## src/rtl/seg_scan_ctrl_if.sv

```systemverilog
// Host/display bundle for seg_scan_ctrl.
//   master: host side; drives en, wr_en, wr_addr, wr_data, commit and blank_mask.
//           It observes num_o, dig_n_o, frame_o and commit_pend_o.
//   slave : scan controller side (the mirror image of master).
interface seg_scan_ctrl_if #(
  parameter int unsigned DIGITS = 4
);
  localparam int unsigned AW = (DIGITS > 1) ? $clog2(DIGITS) : 1;

  logic              en;
  logic              wr_en;
  logic [AW-1:0]     wr_addr;
  logic [3:0]        wr_data;
  logic              commit;
  logic [DIGITS-1:0] blank_mask;
  logic [3:0]        num_o;
  logic [DIGITS-1:0] dig_n_o;
  logic              frame_o;
  logic              commit_pend_o;

  modport master (
    output en, wr_en, wr_addr, wr_data, commit, blank_mask,
    input  num_o, dig_n_o, frame_o, commit_pend_o
  );

  modport slave (
    input  en, wr_en, wr_addr, wr_data, commit, blank_mask,
    output num_o, dig_n_o, frame_o, commit_pend_o
  );
endinterface

```

## src/rtl/seg_scan_ctrl.sv

```systemverilog
// Time-multiplexed scan controller for a bank of common-anode 7-segment digits.
// Digit codes are double-buffered:
//   - host writes land in a shadow file;
//   - the shadow file is copied into the active file at frame boundaries, or at once
//     while the display is off.
// Each digit slot is DEAD_CYC dark cycles followed by ON_CYC cycles with that digit's
// enable low. Ports:
//   clk, rst_n : clock and asynchronous active-low reset
//   bus        : host inputs and registered display outputs (see seg_scan_ctrl_if)
module seg_scan_ctrl #(
  parameter int unsigned DIGITS   = 4,
  parameter int unsigned ON_CYC   = 50000,
  parameter int unsigned DEAD_CYC = 500
) (
  input  logic           clk,
  input  logic           rst_n,
  seg_scan_ctrl_if.slave bus
);
  localparam int unsigned AW     = (DIGITS > 1) ? $clog2(DIGITS) : 1;
  localparam int unsigned CntMax = (ON_CYC > DEAD_CYC) ? ON_CYC : DEAD_CYC;
  localparam int unsigned CW     = $clog2(CntMax + 1);

  // Code 10 is unmapped in the shared decoder, so all segments stay off.
  localparam logic [3:0]    NumDark  = 4'd10;
  localparam logic [AW-1:0] IdxLast  = AW'(DIGITS - 1);
  localparam logic [CW-1:0] OnLast   = CW'(ON_CYC - 1);
  localparam logic [CW-1:0] DeadLast = CW'(DEAD_CYC - 1);

  typedef enum logic [1:0] {StOff, StGap, StOn} state_e;

  state_e            state_q, state_d;
  logic [AW-1:0]     idx_q, idx_d;
  logic [CW-1:0]     cnt_q, cnt_d;
  logic [3:0]        shadow_q [DIGITS];
  logic [3:0]        shadow_d [DIGITS];
  logic [3:0]        active_q [DIGITS];
  logic [3:0]        active_d [DIGITS];
  logic              blank_q, blank_d;
  logic [3:0]        num_q, num_d;
  logic [DIGITS-1:0] dig_n_q, dig_n_d;
  logic              frame_q, frame_d;
  logic              pend_q, pend_d;

  logic              boundary, copy, enter_gap, gap_blank;
  logic [AW-1:0]     gap_idx, idx_wrap;
  logic [3:0]        gap_num;

  always_comb begin
    state_d   = state_q;
    idx_d     = idx_q;
    cnt_d     = cnt_q;
    blank_d   = blank_q;
    num_d     = num_q;
    dig_n_d   = '1;
    frame_d   = 1'b0;
    pend_d    = pend_q;
    shadow_d  = shadow_q;
    active_d  = active_q;
    enter_gap = 1'b0;
    gap_idx   = '0;
    gap_blank = 1'b0;
    gap_num   = NumDark;

    idx_wrap = (idx_q == IdxLast) ? '0 : idx_q + 1'b1;
    boundary = bus.en && (state_q == StOn) && (cnt_q == OnLast) && (idx_q == IdxLast);

    // The copy takes the pre-edge shadow, so a same-edge write is not part of it.
    copy = (boundary && (pend_q || bus.commit)) || ((state_q == StOff) && bus.commit);
    if (copy) begin
      active_d = shadow_q;
    end
    if (boundary || ((state_q == StOff) && bus.commit)) begin
      pend_d = 1'b0;
    end else if (bus.commit) begin
      pend_d = 1'b1;
    end

    // Writes to addresses at or above DIGITS match no entry and are dropped.
    for (int unsigned i = 0; i < DIGITS; i++) begin
      if (bus.wr_en && (bus.wr_addr == AW'(i))) begin
        shadow_d[i] = bus.wr_data;
      end
    end

    if (!bus.en) begin
      state_d = StOff;
      idx_d   = '0;
      cnt_d   = '0;
      num_d   = NumDark;
    end else begin
      unique case (state_q)
        StOff: begin
          enter_gap = 1'b1;
          gap_idx   = '0;
        end
        StGap: begin
          if (cnt_q == DeadLast) begin
            state_d = StOn;
            cnt_d   = '0;
            if (!blank_q) begin
              dig_n_d = ~(DIGITS'(1) << idx_q);
            end
          end else begin
            cnt_d = cnt_q + 1'b1;
          end
        end
        StOn: begin
          if (cnt_q == OnLast) begin
            enter_gap = 1'b1;
            gap_idx   = idx_wrap;
            frame_d   = boundary;
          end else begin
            cnt_d   = cnt_q + 1'b1;
            dig_n_d = dig_n_q;
          end
        end
        default: state_d = StOff;
      endcase
    end

    // GAP entry latches the blank flag and the code for the whole slot. It reads
    // active_d so that digit 0 of a fresh frame already shows committed values.
    if (enter_gap) begin
      for (int unsigned i = 0; i < DIGITS; i++) begin
        if (gap_idx == AW'(i)) begin
          gap_blank = bus.blank_mask[i];
          gap_num   = active_d[i];
        end
      end
      state_d = StGap;
      idx_d   = gap_idx;
      cnt_d   = '0;
      blank_d = gap_blank;
      num_d   = gap_blank ? NumDark : gap_num;
    end
  end

  always_ff @(posedge clk or negedge rst_n) begin
    if (!rst_n) begin
      state_q  <= StOff;
      idx_q    <= '0;
      cnt_q    <= '0;
      shadow_q <= '{default: '0};
      active_q <= '{default: '0};
      blank_q  <= 1'b0;
      num_q    <= NumDark;
      dig_n_q  <= '1;
      frame_q  <= 1'b0;
      pend_q   <= 1'b0;
    end else begin
      state_q  <= state_d;
      idx_q    <= idx_d;
      cnt_q    <= cnt_d;
      shadow_q <= shadow_d;
      active_q <= active_d;
      blank_q  <= blank_d;
      num_q    <= num_d;
      dig_n_q  <= dig_n_d;
      frame_q  <= frame_d;
      pend_q   <= pend_d;
    end
  end

  assign bus.num_o         = num_q;
  assign bus.dig_n_o       = dig_n_q;
  assign bus.frame_o       = frame_q;
  assign bus.commit_pend_o = pend_q;
endmodule
```

## src/flat_wrapper.sv

```systemverilog
// flat-port wrapper written by rule: the top's interface ports become plain ports
module seg_scan_ctrl_flat 
#(
  parameter int unsigned DIGITS   = 4,
  parameter int unsigned ON_CYC   = 50000,
  parameter int unsigned DEAD_CYC = 500
)
  (clk, rst_n, bus_en, bus_wr_en, bus_wr_addr, bus_wr_data, bus_commit, bus_blank_mask, bus_num_o, bus_dig_n_o, bus_frame_o, bus_commit_pend_o);
  seg_scan_ctrl_if #(.DIGITS(DIGITS)) bus_i ();
  input  logic clk;
  input  logic rst_n;
  input wire logic [$bits(bus_i.en)-1:0] bus_en;
  input wire logic [$bits(bus_i.wr_en)-1:0] bus_wr_en;
  input wire logic [$bits(bus_i.wr_addr)-1:0] bus_wr_addr;
  input wire logic [$bits(bus_i.wr_data)-1:0] bus_wr_data;
  input wire logic [$bits(bus_i.commit)-1:0] bus_commit;
  input wire logic [$bits(bus_i.blank_mask)-1:0] bus_blank_mask;
  output wire logic [$bits(bus_i.num_o)-1:0] bus_num_o;
  output wire logic [$bits(bus_i.dig_n_o)-1:0] bus_dig_n_o;
  output wire logic [$bits(bus_i.frame_o)-1:0] bus_frame_o;
  output wire logic [$bits(bus_i.commit_pend_o)-1:0] bus_commit_pend_o;
  assign bus_i.en = bus_en;
  assign bus_i.wr_en = bus_wr_en;
  assign bus_i.wr_addr = bus_wr_addr;
  assign bus_i.wr_data = bus_wr_data;
  assign bus_i.commit = bus_commit;
  assign bus_i.blank_mask = bus_blank_mask;
  assign bus_num_o = bus_i.num_o;
  assign bus_dig_n_o = bus_i.dig_n_o;
  assign bus_frame_o = bus_i.frame_o;
  assign bus_commit_pend_o = bus_i.commit_pend_o;
  seg_scan_ctrl #(.DIGITS(DIGITS), .ON_CYC(ON_CYC), .DEAD_CYC(DEAD_CYC)) u_core (.clk(clk), .rst_n(rst_n), .bus(bus_i));
endmodule
```

## config.mk

```make
export PLATFORM = sky130hd
export DESIGN_NAME = seg_scan_ctrl_flat
export DESIGN_NICKNAME = d
export VERILOG_FILES = /design/src/rtl/seg_scan_ctrl_if.sv /design/src/rtl/seg_scan_ctrl.sv /design/src/flat_wrapper.sv
export SDC_FILE = /design/constraint.sdc
export NUM_CORES = 1
export LEC_CHECK = 0
export CAP_MARGIN = 25
export CORE_UTILIZATION = 52
export DETAILED_ROUTE_END_ITERATION = 8
export PLACE_DENSITY = 0.79
export SLEW_MARGIN = 25
export SYNTH_ARGS = -nofsm -noshare
export SYNTH_HDL_FRONTEND = slang
export SYNTH_SLANG_ARGS = --single-unit
```

## constraint.sdc

```tcl
create_clock -name clk -period 2.35 [get_ports clk]
set_clock_uncertainty 0.1 [all_clocks]
set_input_delay 0.3525 -clock clk [delete_from_list [all_inputs] [get_ports clk]]
set_output_delay 0.3525 -clock clk [all_outputs]
set_load 0.01 [all_outputs]
```

==> impl_summary.md <==
Min path
The startpoint identified for the worst hold timing path is u_core.bus.num_o[3]. The terminating pin of the worst hold path is u_core.bus.num_o[3]. The type of the worst min-delay path is reg -> reg. The cell count of the worst hold path is 2.

STA
Setup violations remaining at the end of the flow were counted as 4. The time the worst path needs with I/O delays and setup is 2.389 ns. In this run the tightest slew margin relative to its limit is 62.15%.

Setup total negative slack on the finished layout was measured at -0.08160 ns. The worst-case setup margin in the final layout is -0.03859 ns. The final count of hold timing violations came to 0.

Based on the critical path, the design can be clocked at up to 0.4187 GHz. The number of max-slew violations in the final report is 0. The worst path uses 101.6% of the clock period. At the pin with the least slew margin, the transition time is 0.5677 ns.

Setup repair after global routing could not meet its margin everywhere.

Drt
Dividing the detail-routed wire length by the instance count gives roughly 16 µm. The post-detailed-routing wire length is 6749 µm. After the first detailed-routing iteration, the DRC count stood at 142. The number of iterations in the first detailed-routing pass is 4. In this run the remaining antenna-violating nets after routing total 0. The routed layout has 2306 vias.

For this run, design rule violations remaining after detail routing come to 0. The post-detailed-route via-to-cell ratio is 5.517.

Flow run
The number of maximum-capacitance violations is 0.

Die
The initial utilization of the core area, before any placement, comes to 55.00%. The placement row count is 27. The I/O pin count is 25. The die covers 0.006243 mm².

The floorplan step set the die width to 79.02 µm. The vertical die dimension is 79.02 µm. The total area inside the core boundary comes to 0.005608 mm².

Synthesis
By area, the combinational part of the netlist is dominated by simple AND/OR/NAND/NOR gates. Yosys printed 0 warnings. Yosys mapped a number of flops with a built-in enable equal to 0. Counting every instance in the synthesized netlist gives approximately 270.

The synthesized netlist devotes about 17% of its cell area to simple gates. In the synthesized netlist the async set-or-reset flop fraction comes to 100.0%. The sequential share of the synthesized area is 51.36%.

The share of the synthesized netlist area taken by xor and xnor gates is 3.976%. The share of synthesized area spent on multiplexers is 13.59%. The most instantiated flip-flop cell in the synthesis netlist is dfrtp_1. The post-synthesis net count is about 290. Summing the areas of all compound-gate instances in the mapped netlist gives between 9 and 10% of the synthesized area. The number of distinct library cell variants in the gate-level netlist after synthesis is 49.

Counting flops and latches in the post-synthesis netlist gives 63. The adder-cell share of the synthesized area is 2.028%. The netlist area before placement is 0.003084 mm².

The cell taking the most area after synthesis is dfrtp_1. By area the synthesized netlist is led by dfrtp_1, mux2_2, dfstp_2. The post-synthesis area per instance is roughly 12 µm².

Of the post-synthesis cell area, the dominant cell type holds 46.25%.

Critical path
STA classifies the critical path startpoint as a flop. The worst setup path is captured at a flop. The slack of the worst reg-to-reg path is -0.04 ns. The worst register-to-register path begins at u_core.cnt_q[11]. For the worst setup path, the data required time is ~2.5 ns. The destination of the worst register-to-register timing path is u_core.bus.num_o[1]. At the worst endpoint, the arrival time is 2.52 ns.

The critical path is of the reg -> reg type. Counting cells, the worst reg-to-reg path comes to 6. In this run the worst path has a maximum fanout of 5.

Final layout
Cells with a size suffix above 1 make up about 34% of the layout. For this run, the share of the core covered by cells in the final layout is between 70% and 80%. The final layout contains 361 nets. The post-layout instance count excluding filler cells is roughly 420. From synthesis to final layout, the design area changed by 28.60%.

The number of antenna diodes in the final layout is 0.

CTS
The tree is rooted in a clkbuf_8. TritonCTS built the clock tree. The number of CTS-inserted buffers is 9. After clock tree synthesis, the clock-pin slew on the worst setup and hold paths is 0.07 ns. Counting along the longest clock path gives a buffer depth of 2.

CTS built an H-tree with a depth of 3. The later pin in the worst-skew pair is clocked with a latency of 0.34 ns. The clock net in this run drives a total of 63 sinks.

GRT
The initial antenna violation count is 0. Entering global routing, the biggest net connects between 40 and 50 pins. The first-pass GRT wire length is 11160 µm. The all-layer global routing usage is a little under a quarter.

The total congestion overflow is 0. The number of global-route vias before repair was 2331.

Power and ir drop
In this run the static leakage power is 0.001717 µW. The power density over the cells is 635.8 mW/mm². IR analysis of the VDD net gives a maximum drop of between 0.4 and 0.5 mV.

Status
The final reports fail on setup timing. The run finished, with violations left.

Placement
Buffers placed on the I/O ports in this run total 24. The placer's final routability congestion estimate is 0.7900. The worst slack at placement is -0.1844 ns. Once detailed placement completed, the half-perimeter wirelength came to 4976 µm. The number of placed instances, taps included is 398.
stage by stage:
step	hold slack (ns)	power, µW	area, µm²
after floorplan	-0.04309	1504	3088
after global placement	0.2654	1647	3724
after detailed placement	0.2753	1669	3724
after CTS	0.3866	2540	3939
after global routing	0.3998	2623	3966
final	0.3804	2522	3966
cell usage in the layout, fill, tap and decap left out, types with 3 or more instances in the layout:
cell             count
nand4_1              7
clkbuf_8            11
nor3b_1              4
xor2_1              12
inv_1                9
clkinvlp_4           3
nand3b_1             4
o21ai_0              3
and3_1               4
nor3_1               3
nor2_1              28
mux2i_1              7
nand3_1              9
nand2_1             13
clkdlybuf4s50_1     23
o211ai_1             4
ha_1                 5
o21a_1               5
a21oi_1             10
dfstp_2              6
buf_4               45
dfrtp_1             57
mux2_2              31
how the worst max path moves through the flow:
stage	startpoint	endpoint	slack, ns	depth (start not counted)
3_3_place_gp	bus_en	u_core.bus.num_o[2]	-0.13	7
2_1_floorplan	u_core.cnt_q[4]	u_core.bus.num_o[0]	0.01	9
4_1_cts	u_core.cnt_q[12]	u_core.bus.num_o[1]	-0.03	6
5_1_grt	u_core.cnt_q[11]	u_core.bus.num_o[3]	-0.14	6
6_report	u_core.cnt_q[11]	u_core.bus.num_o[1]	-0.04	6
3_5_place_dp	bus_en	u_core.bus.num_o[0]	-0.18	7
sequential cells by signal, indices dropped and copies added, names as in the netlist:
register and count:
u_core.cnt_q 16, u_core.bus.dig_n_o 4, u_core.bus.num_o 4, u_core.shadow_q 16
u_core.state_q 2, u_core.bus.commit_pend_o 1, u_core.bus.frame_o 1, u_core.blank_q 1
u_core.idx_q 2, u_core.active_q 16
layer usage:
metal	track usage [%]	up-vias	share of wire, %
met3	4.943	8	2.2
met1	31.59	1156	47
met4	8.909	0	1.1
li1	-	1104	-
met5	0	-	0
met2	38.36	38	50
report_power, final:
part | switching [µW] | leakage [µW] | total, µW | internal (µW)
clock network | 432 | 0.0000873 | 869 | 436
registers | 77.7 | 0.000783 | 1310 | 1230
logic | 141 | 0.000847 | 348 | 206
worst max-delay path, stage by stage, from the launching register on:
cell and delay [ns]:
dfrtp_1 0.41, or4_4 0.59, o41ai_4 0.40, nand4_2 0.18, a211oi_4 0.29, a21boi_2 0.21
a32oi_1 0.10
synthesized netlist by cell type, drive strengths merged (3+ instances only):
cell / count
a21boi: 4
a21oi: 11
and3: 4
buf: 5
dfrtp: 57
dfstp: 6
ha: 5
inv: 9
mux2: 31
mux2i: 7
nand2: 13
nand3: 9
nand3b: 4
nand4: 8
nor2: 28
nor3: 3
nor3b: 4
nor4: 3
o211ai: 4
o21a: 5
o21ai: 3
xor2: 12
final cells by class:
type	instances	area, µm²
multi-input cells	186	1451
repair buffers	72	623.1
well taps	72	90.09
inverters	9	33.78
fillers	402	1642
flip-flops and latches	63	1584
clock inverters	5	32.53
clock buffers	11	151.4
cells by family after synthesis:
logic type               count (synthesis)
buffers and inverters                   16
XOR/XNOR                                14
flip-flops                              63
adder cells (fa/ha/maj)                  5
multiplexers                            38
AND/OR/NAND/NOR                         93
AO/OA/AOI/OAI                           36
what timing repair did:
item,in CTS,in global routing
endpoints found under the hold margin,18,0
resized for setup,3,4
buffers inserted,1,2
hold buffers,1,0
setup endpoints to repair,4,8
pin swaps,1,4
(Power assumes the default switching activity.)
